`config.mk`:
```
export PLATFORM = sky130hd
export DESIGN_NAME = snake_game_ctrl
export DESIGN_NICKNAME = d
export VERILOG_FILES = /design/src/rtl/snake_game_ctrl.sv
export SDC_FILE = /design/constraint.sdc
export NUM_CORES = 1
export LEC_CHECK = 0
export BUFFER_PORTS_ARGS = -buffer_cell sky130_fd_sc_hd__buf_2
export CAP_MARGIN = 10
export CORE_MARGIN = 8
export CORE_UTILIZATION = 56
export DETAILED_ROUTE_END_ITERATION = 12
export PLACE_DENSITY_LB_ADDON = 0.2
export SLEW_MARGIN = 30
export SYNTH_ARGS = -nofsm -noshare
export SYNTH_HDL_FRONTEND = slang
export SYNTH_SLANG_ARGS = --single-unit
```
`constraint.sdc`:
```
create_clock -name clk -period 3.6 [get_ports clk]
set_input_delay 0.36 -clock clk [delete_from_list [all_inputs] [get_ports clk]]
set_output_delay 0.36 -clock clk [all_outputs]
set_load 0.02 [all_outputs]
```
`src/rtl/snake_game_ctrl.sv`:
```
// rtl/snake_game_ctrl.sv - snake game top-level sequencer with lives, score and speed levels
//
// Purpose: sequences INIT/START/GENFOOD/RENDER/MOVE/END (optionally PAUSE), keeps score, lives and
// speed level, and drives the control strobes for the food generator, snake datapath and renderer.
// Optional feature: define GAME_PAUSE_EN to build the PAUSE state (pause_btn toggles RENDER<->PAUSE).
//
// Ports:
//   clk, rst_n       clock, asynchronous active-low reset
//   i_start_btn      start request (level)
//   i_pause_btn      pause toggle pulse (only used with GAME_PAUSE_EN)
//   i_dir_in         requested direction: 00 up, 01 right, 10 down, 11 left
//   i_food_ack       food generator placed new food
//   i_render_done    renderer finished the current frame
//   i_eaten, i_dead  head hit food / wall-or-body during MOVE
//   o_clear          board clear (INIT)
//   o_rst_game       snake respawn pulse (START)
//   o_food_req       food request (GENFOOD)
//   o_flash          frame refresh (RENDER, PAUSE)
//   o_move_en        advance snake one cell (MOVE)
//   o_dir_out        committed direction
//   o_score          current score (saturating)
//   o_lives          remaining lives
//   o_level          current speed level
//   o_game_over      game over (END)
//   o_state_out      state encoding for debug display
module snake_game_ctrl #(
    parameter int SCORE_W     = 8,
    parameter int LIVES       = 3,
    parameter int LIVES_W     = 2,
    parameter int TICK_W      = 24,
    parameter int BASE_PERIOD = 5_000_000,
    parameter int PERIOD_STEP = 500_000,
    parameter int MIN_PERIOD  = 1_000_000,
    parameter int LEVEL_SCORE = 8
) (
    input  logic               clk,
    input  logic               rst_n,
    input  logic               i_start_btn,
    input  logic               i_pause_btn,
    input  logic [1:0]         i_dir_in,
    input  logic               i_food_ack,
    input  logic               i_render_done,
    input  logic               i_eaten,
    input  logic               i_dead,
    output logic               o_clear,
    output logic               o_rst_game,
    output logic               o_food_req,
    output logic               o_flash,
    output logic               o_move_en,
    output logic [1:0]         o_dir_out,
    output logic [SCORE_W-1:0] o_score,
    output logic [LIVES_W-1:0] o_lives,
    output logic [3:0]         o_level,
    output logic               o_game_over,
    output logic [2:0]         o_state_out
);

    typedef enum logic [2:0] {
        S_INIT    = 3'b000,
        S_START   = 3'b001,
        S_GENFOOD = 3'b010,
        S_RENDER  = 3'b011,
        S_MOVE    = 3'b100,
        S_END     = 3'b101,
        S_PAUSE   = 3'b110
    } state_t;

    localparam logic [TICK_W-1:0]  P_MIN   = TICK_W'(MIN_PERIOD);
    localparam logic [TICK_W-1:0]  P_BASE  = TICK_W'(BASE_PERIOD);
    localparam logic [LIVES_W-1:0] P_LIVES = LIVES_W'(LIVES);

    // level = score / LEVEL_SCORE, saturating at 15
    function automatic logic [3:0] f_level(input logic [SCORE_W-1:0] s);
        int q;
        q = int'(s) / LEVEL_SCORE;
        if (q > 15) return 4'd15;
        return q[3:0];
    endfunction

    // Clamp is decided before subtracting so the period never wraps below MIN_PERIOD.
    function automatic logic [TICK_W-1:0] f_period(input logic [3:0] lvl);
        logic [TICK_W+3:0] dec;
        dec = (TICK_W+4)'(lvl) * (TICK_W+4)'(PERIOD_STEP);
        if (BASE_PERIOD <= MIN_PERIOD) return P_MIN;
        if (dec >= (TICK_W+4)'(BASE_PERIOD - MIN_PERIOD)) return P_MIN;
        return P_BASE - dec[TICK_W-1:0];
    endfunction

    state_t             r_state;
    state_t             w_next;
    logic [TICK_W-1:0]  r_tick;
    logic [TICK_W-1:0]  r_period;
    logic               r_rd_seen;
    logic [1:0]         r_dir;
    logic [1:0]         r_dir_req;
    logic [SCORE_W-1:0] r_score;
    logic [LIVES_W-1:0] r_lives;
    logic [3:0]         r_level;
    logic               r_clear;
    logic               r_rst_game;
    logic               r_food_req;
    logic               r_flash;
    logic               r_move_en;
    logic               r_game_over;

    logic               w_rd_any;
    logic               w_tick_done;
    logic               w_enter_render;
    logic [1:0]         w_dir_sel;
    logic [SCORE_W-1:0] w_score_inc;
    logic [LIVES_W-1:0] w_lives_dec;

`ifndef GAME_PAUSE_EN
    logic w_unused_pause;
    assign w_unused_pause = i_pause_btn;
`endif

    // render_done counts if latched earlier in this RENDER visit or present right now
    assign w_rd_any    = r_rd_seen | ((r_state == S_RENDER) & i_render_done);
    assign w_tick_done = (r_tick >= (r_period - TICK_W'(1)));
    // Returning from PAUSE is a resume, not a fresh entry: tick and period are kept.
    assign w_enter_render = (w_next == S_RENDER) && (r_state != S_RENDER) && (r_state != S_PAUSE);
    // A reversal of the committed direction is dropped; the previous legal request stands.
    assign w_dir_sel   = (i_dir_in == (r_dir ^ 2'b10)) ? r_dir_req : i_dir_in;
    assign w_score_inc = (&r_score) ? r_score : r_score + SCORE_W'(1);
    assign w_lives_dec = r_lives - LIVES_W'(1);

    always_comb begin
        w_next = r_state;
        case (r_state)
            S_INIT:    if (i_start_btn) w_next = S_START;
            S_START:   w_next = S_GENFOOD;
            S_GENFOOD: if (i_food_ack) w_next = S_RENDER;
            S_RENDER: begin
                if (w_tick_done && w_rd_any) w_next = S_MOVE;
`ifdef GAME_PAUSE_EN
                if (i_pause_btn) w_next = S_PAUSE;
`endif
            end
            S_MOVE: begin
                if (i_dead)       w_next = (w_lives_dec == '0) ? S_END : S_START;
                else if (i_eaten) w_next = S_GENFOOD;
                else              w_next = S_RENDER;
            end
            S_END:     if (i_start_btn) w_next = S_INIT;
`ifdef GAME_PAUSE_EN
            S_PAUSE:   if (i_pause_btn) w_next = S_RENDER;
`endif
            default:   w_next = S_INIT;
        endcase
    end

    always_ff @(posedge clk or negedge rst_n) begin
        if (!rst_n) begin
            r_state     <= S_INIT;
            r_tick      <= '0;
            r_period    <= f_period(4'd0);
            r_rd_seen   <= 1'b0;
            r_dir       <= 2'b01;
            r_dir_req   <= 2'b01;
            r_score     <= '0;
            r_lives     <= P_LIVES;
            r_level     <= '0;
            r_clear     <= 1'b1;
            r_rst_game  <= 1'b0;
            r_food_req  <= 1'b0;
            r_flash     <= 1'b0;
            r_move_en   <= 1'b0;
            r_game_over <= 1'b0;
        end else begin
            r_state <= w_next;

            if (r_state == S_RENDER)  r_tick <= r_tick + TICK_W'(1);
            else if (w_enter_render) r_tick <= '0;

            // Speed changes only at the start of a new RENDER visit.
            if (w_enter_render) r_period <= f_period(r_level);

            if (w_next == S_RENDER || w_next == S_PAUSE) r_rd_seen <= w_rd_any;
            else                                         r_rd_seen <= 1'b0;

            if (r_state == S_INIT && i_start_btn)              r_dir <= 2'b01;
            else if (r_state == S_RENDER && w_next == S_MOVE)  r_dir <= w_dir_sel;

            if (r_state == S_RENDER)     r_dir_req <= w_dir_sel;
            else if (r_state != S_PAUSE) r_dir_req <= r_dir;

            if (r_state == S_INIT && i_start_btn) begin
                r_score <= '0;
                r_lives <= P_LIVES;
                r_level <= '0;
            end else if (r_state == S_MOVE) begin
                if (i_dead) begin
                    r_lives <= w_lives_dec;
                end else if (i_eaten) begin
                    r_score <= w_score_inc;
                    r_level <= f_level(w_score_inc);
                end
            end

            r_clear     <= (w_next == S_INIT);
            r_rst_game  <= (w_next == S_START);
            r_food_req  <= (w_next == S_GENFOOD);
            r_flash     <= (w_next == S_RENDER) || (w_next == S_PAUSE);
            r_move_en   <= (w_next == S_MOVE);
            r_game_over <= (w_next == S_END);
        end
    end

    assign o_clear     = r_clear;
    assign o_rst_game  = r_rst_game;
    assign o_food_req  = r_food_req;
    assign o_flash     = r_flash;
    assign o_move_en   = r_move_en;
    assign o_game_over = r_game_over;
    assign o_dir_out   = r_dir;
    assign o_score     = r_score;
    assign o_lives     = r_lives;
    assign o_level     = r_level;
    assign o_state_out = r_state;

endmodule

```
==> impl_metrics.yaml <==
synthesis:
  synth_cells: 565
  synth_top_area_share_pct: 28.2
  yosysMostFrequentCell: "dfrtp_1"
  yosys-top-cells-count: "dfrtp_1 (57), nand2_1 (53), nor2_1 (53)"
  synth-edff-count: 0
  ys_ff_latch: 70
  yosys.area.top_type: "dfrtp_1"
  ys_types: 67
  netlist_area_mm2: 0.00506
  synthTopCellsByArea: "dfrtp_1 (28%), ha_1 (12%), dfstp_2 (6.7%)"
  synthArstFlopShare_pct: 100
  yosysSeqAreaShare_pct: 34.9
  avgSynthCellArea_um2: 8.96
  dominantRegCellSynth: "dfrtp_1"
  syn_nets: 627
  yosysWarnings: 0
global_route:
  grt_pass1_wl_um: 20100
  grt_max_degree: 45
  gr-total-overflow: 0
  first_global_vias: 4333
  grt_antenna_before_repair: 0
  grt_usage_pct: 18.7
worst_setup_path:
  start_kind: "register"
  required_ps: 3830
  critPathLaunch: "o_level[1]"
  cp_max_fo: 13
  rr_startpoint: "o_level[1]"
  critPathKind: "register to register"
  arrival_ps: 3710
  critPathCaptureType: "register"
placement:
  portBuffers: 33
  dp_hpwl_um: 8400
  post-place-ws_ps: -127
  place_congestion: 0.834
route:
  wire_per_inst_um: 15.4
  num_vias: 4320
  drc: 0
  vias_per_cell: 5.85
  drt_first_pass_iters: 5
  dr.first_iter.drc_count: 235
  ant_nets: 0
  drt-total-wl_um: 11400
timing:
  max_slew.worst_pin.slew_ps: 935
  max_freq_mhz: 287
  fin_crit_sh_pct: 96.7
  finalHoldViolations: 10
  fin_hold_ws_ps: -5.38
  setup_viol: 0
  min_period_ps: 3480
  final_max_slew_viol_count: 0
  setup_ws_ps: 120
  max_slew_margin_pct: 37.1
  rsz0062_at_grt: "yes"
  finClkSkew_ps: 13.4
clocking:
  h-tree-depth: 3
  cts-buffers-inserted: 9
  cts_tree: "yes"
  clkTransAtPathRegs_ps: 90
  ctsHoldBuffers: 0
  cts_buffer_depth: 2
  worstSkewPairLatency_ps: 350
  clock_sinks: 70
  cts-root-buf: "clkbuf_8"
status:
  violations: "negative hold slack"
  status: "finished with violations"
floorplanning:
  die-area_mm2: 0.0123
  die_x_um: 111
  rows: 34
  start_util_pct: 57.8
  fp.dieH_um: 111
  io_pins: 35
  coreArea_mm2: 0.00876
finish:
  finish.net_count: 688
  diodes: 0
  syn_to_final_growth_pct: 15.0
  utilization_pct: 66.4
  drive_above_1_share_pct: 19.8
min_path:
  hold_class: "input pin to asynchronous set/reset pin"
flow_run:
  maxCapViolCount: 0
power_and_ir_drop:
  leakagePower_nw: 2.71
  power_density_mw_per_mm2: 660
  ir_drop_uv: 334
[timing repair]
action	4_1_cts	5_1_grt
setup endpoints to repair	5	21
pin swaps	2	8
gates resized for setup	2	15
setup buffers	2	3
hold endpoints to repair	0	0
[path summary, 6_finish.rpt]
| check | depth (start not counted) | slack, ps | end |
|---|---|---|---|
| min reg2reg | 1 | 500 | r_tick[23] |
| min | 1 | -5 | o_move_en |
| min in group clk | 3 | 340 | o_state_out[0] |
| max in group asynchronous | 2 | 2830 | r_period[23] |
| max reg2reg | 12 | 120 | r_period[20] |
| max | 12 | 120 | r_period[20] |
[cells by family (layout without fill, tap and decap cells)]
logic type	after synthesis	in the layout	share of synthesized area (%)
xor gates and xnor gates	41	41	7.09
muxes	5	5	1.01
buffers and inverters	49	115	3.83
AOI/OAI and AO/OA	153	153	19.7
DFF	70	70	34.9
adders and majority gates	52	52	13.6
and+or+nand+nor	195	195	19.9
[per-layer routing]
layer | wire [um] | GRT usage, % | vias up | share of wire [%]
li1 | - | - | 2158 | -
met1 | 5100 | 22.7 | 2066 | 45
met5 | 0 | 0 | - | 0
met3 | 414 | 3.90 | 16 | 3.6
met2 | 5700 | 32.8 | 80 | 50
met4 | 145 | 4.71 | 0 | 1.3
[registers in the layout, summed over array words and instances, names as in the netlist, 2 cells and up]
register	count
o_dir_out	2
o_level	4
o_lives	2
o_score	8
o_state_out	3
r_dir_req	2
r_period	18
r_tick	24
[report_power, final]
| part | switching [mW] | internal, mW |
|---|---|---|
| sequential | 0.227 | 1.02 |
| clock | 0.326 | 0.272 |
| combinational | 1.15 | 0.850 |
| total | 1.70 | 2.14 |
[metrics by stage]
step | std cells | instance area [um^2] | total power [mW] | TNS (ps) | hold WS (ps)
final | 739 | 5820 | 3.84 | 0 | -5.38
after global routing | 739 | 5820 | 4.17 | -124 | 34.2
after detailed placement | 718 | 5520 | 3.16 | -181 | 489
after CTS | 736 | 5730 | 3.79 | -2.97 | 191
after floorplan | 565 | 5070 | 2.60 | 0 | 64.4
after global placement | 718 | 5520 | 3.08 | -32.2 | 488
[layout by cell type, fill, tap and decap left out, types with 3 or more instances in the layout]
cell	netlist	final
a311oi_1	3	3
xnor2_1	23	23
nor3_1	6	4
and2_1	6	6
nand3b_1	3	3
nand3_1	22	20
ha_1	47	46
nor4_4	2	3
a22o_1	10	10
clkbuf_8	0	10
buf_2	2	32
dfrtp_1	57	55
a21oi_1	28	27
and3_1	9	9
a22oi_1	4	4
inv_1	34	34
o31ai_1	5	4
o21ai_0	50	50
xor2_1	18	18
fa_1	5	4
dfstp_2	13	13
o31a_1	3	3
nand2b_1	4	4
nor2_1	53	52
a21o_1	8	8
mux2i_1	4	3
nand2_1	53	53
buf_4	0	32
nand4_1	13	13
o211ai_1	7	7
a31oi_1	12	12
[critical path, cell delays in order (launching register included)]
cell      delay (ps)
dfrtp_2          440
fa_1             590
inv_1             70
fa_1             500
inv_1             50
ha_2             310
xor2_1           180
or3b_1           390
o311ai_2         110
and4_4           280
a211oi_4          70
buf_12           170
a22o_1           200
[cell type report]
| class | instances | area [um^2] |
|---|---|---|
| clock buffers | 10 | 138 |
| clock inverters | 6 | 46.3 |
| fillers | 694 | 2940 |
| inverters | 34 | 128 |
| multi-input cells | 446 | 3190 |
| flip-flops and latches | 70 | 1770 |
| well taps | 108 | 135 |
| repair buffers | 65 | 420 |
No activity file was read; power rests on OpenSTA's default activity.
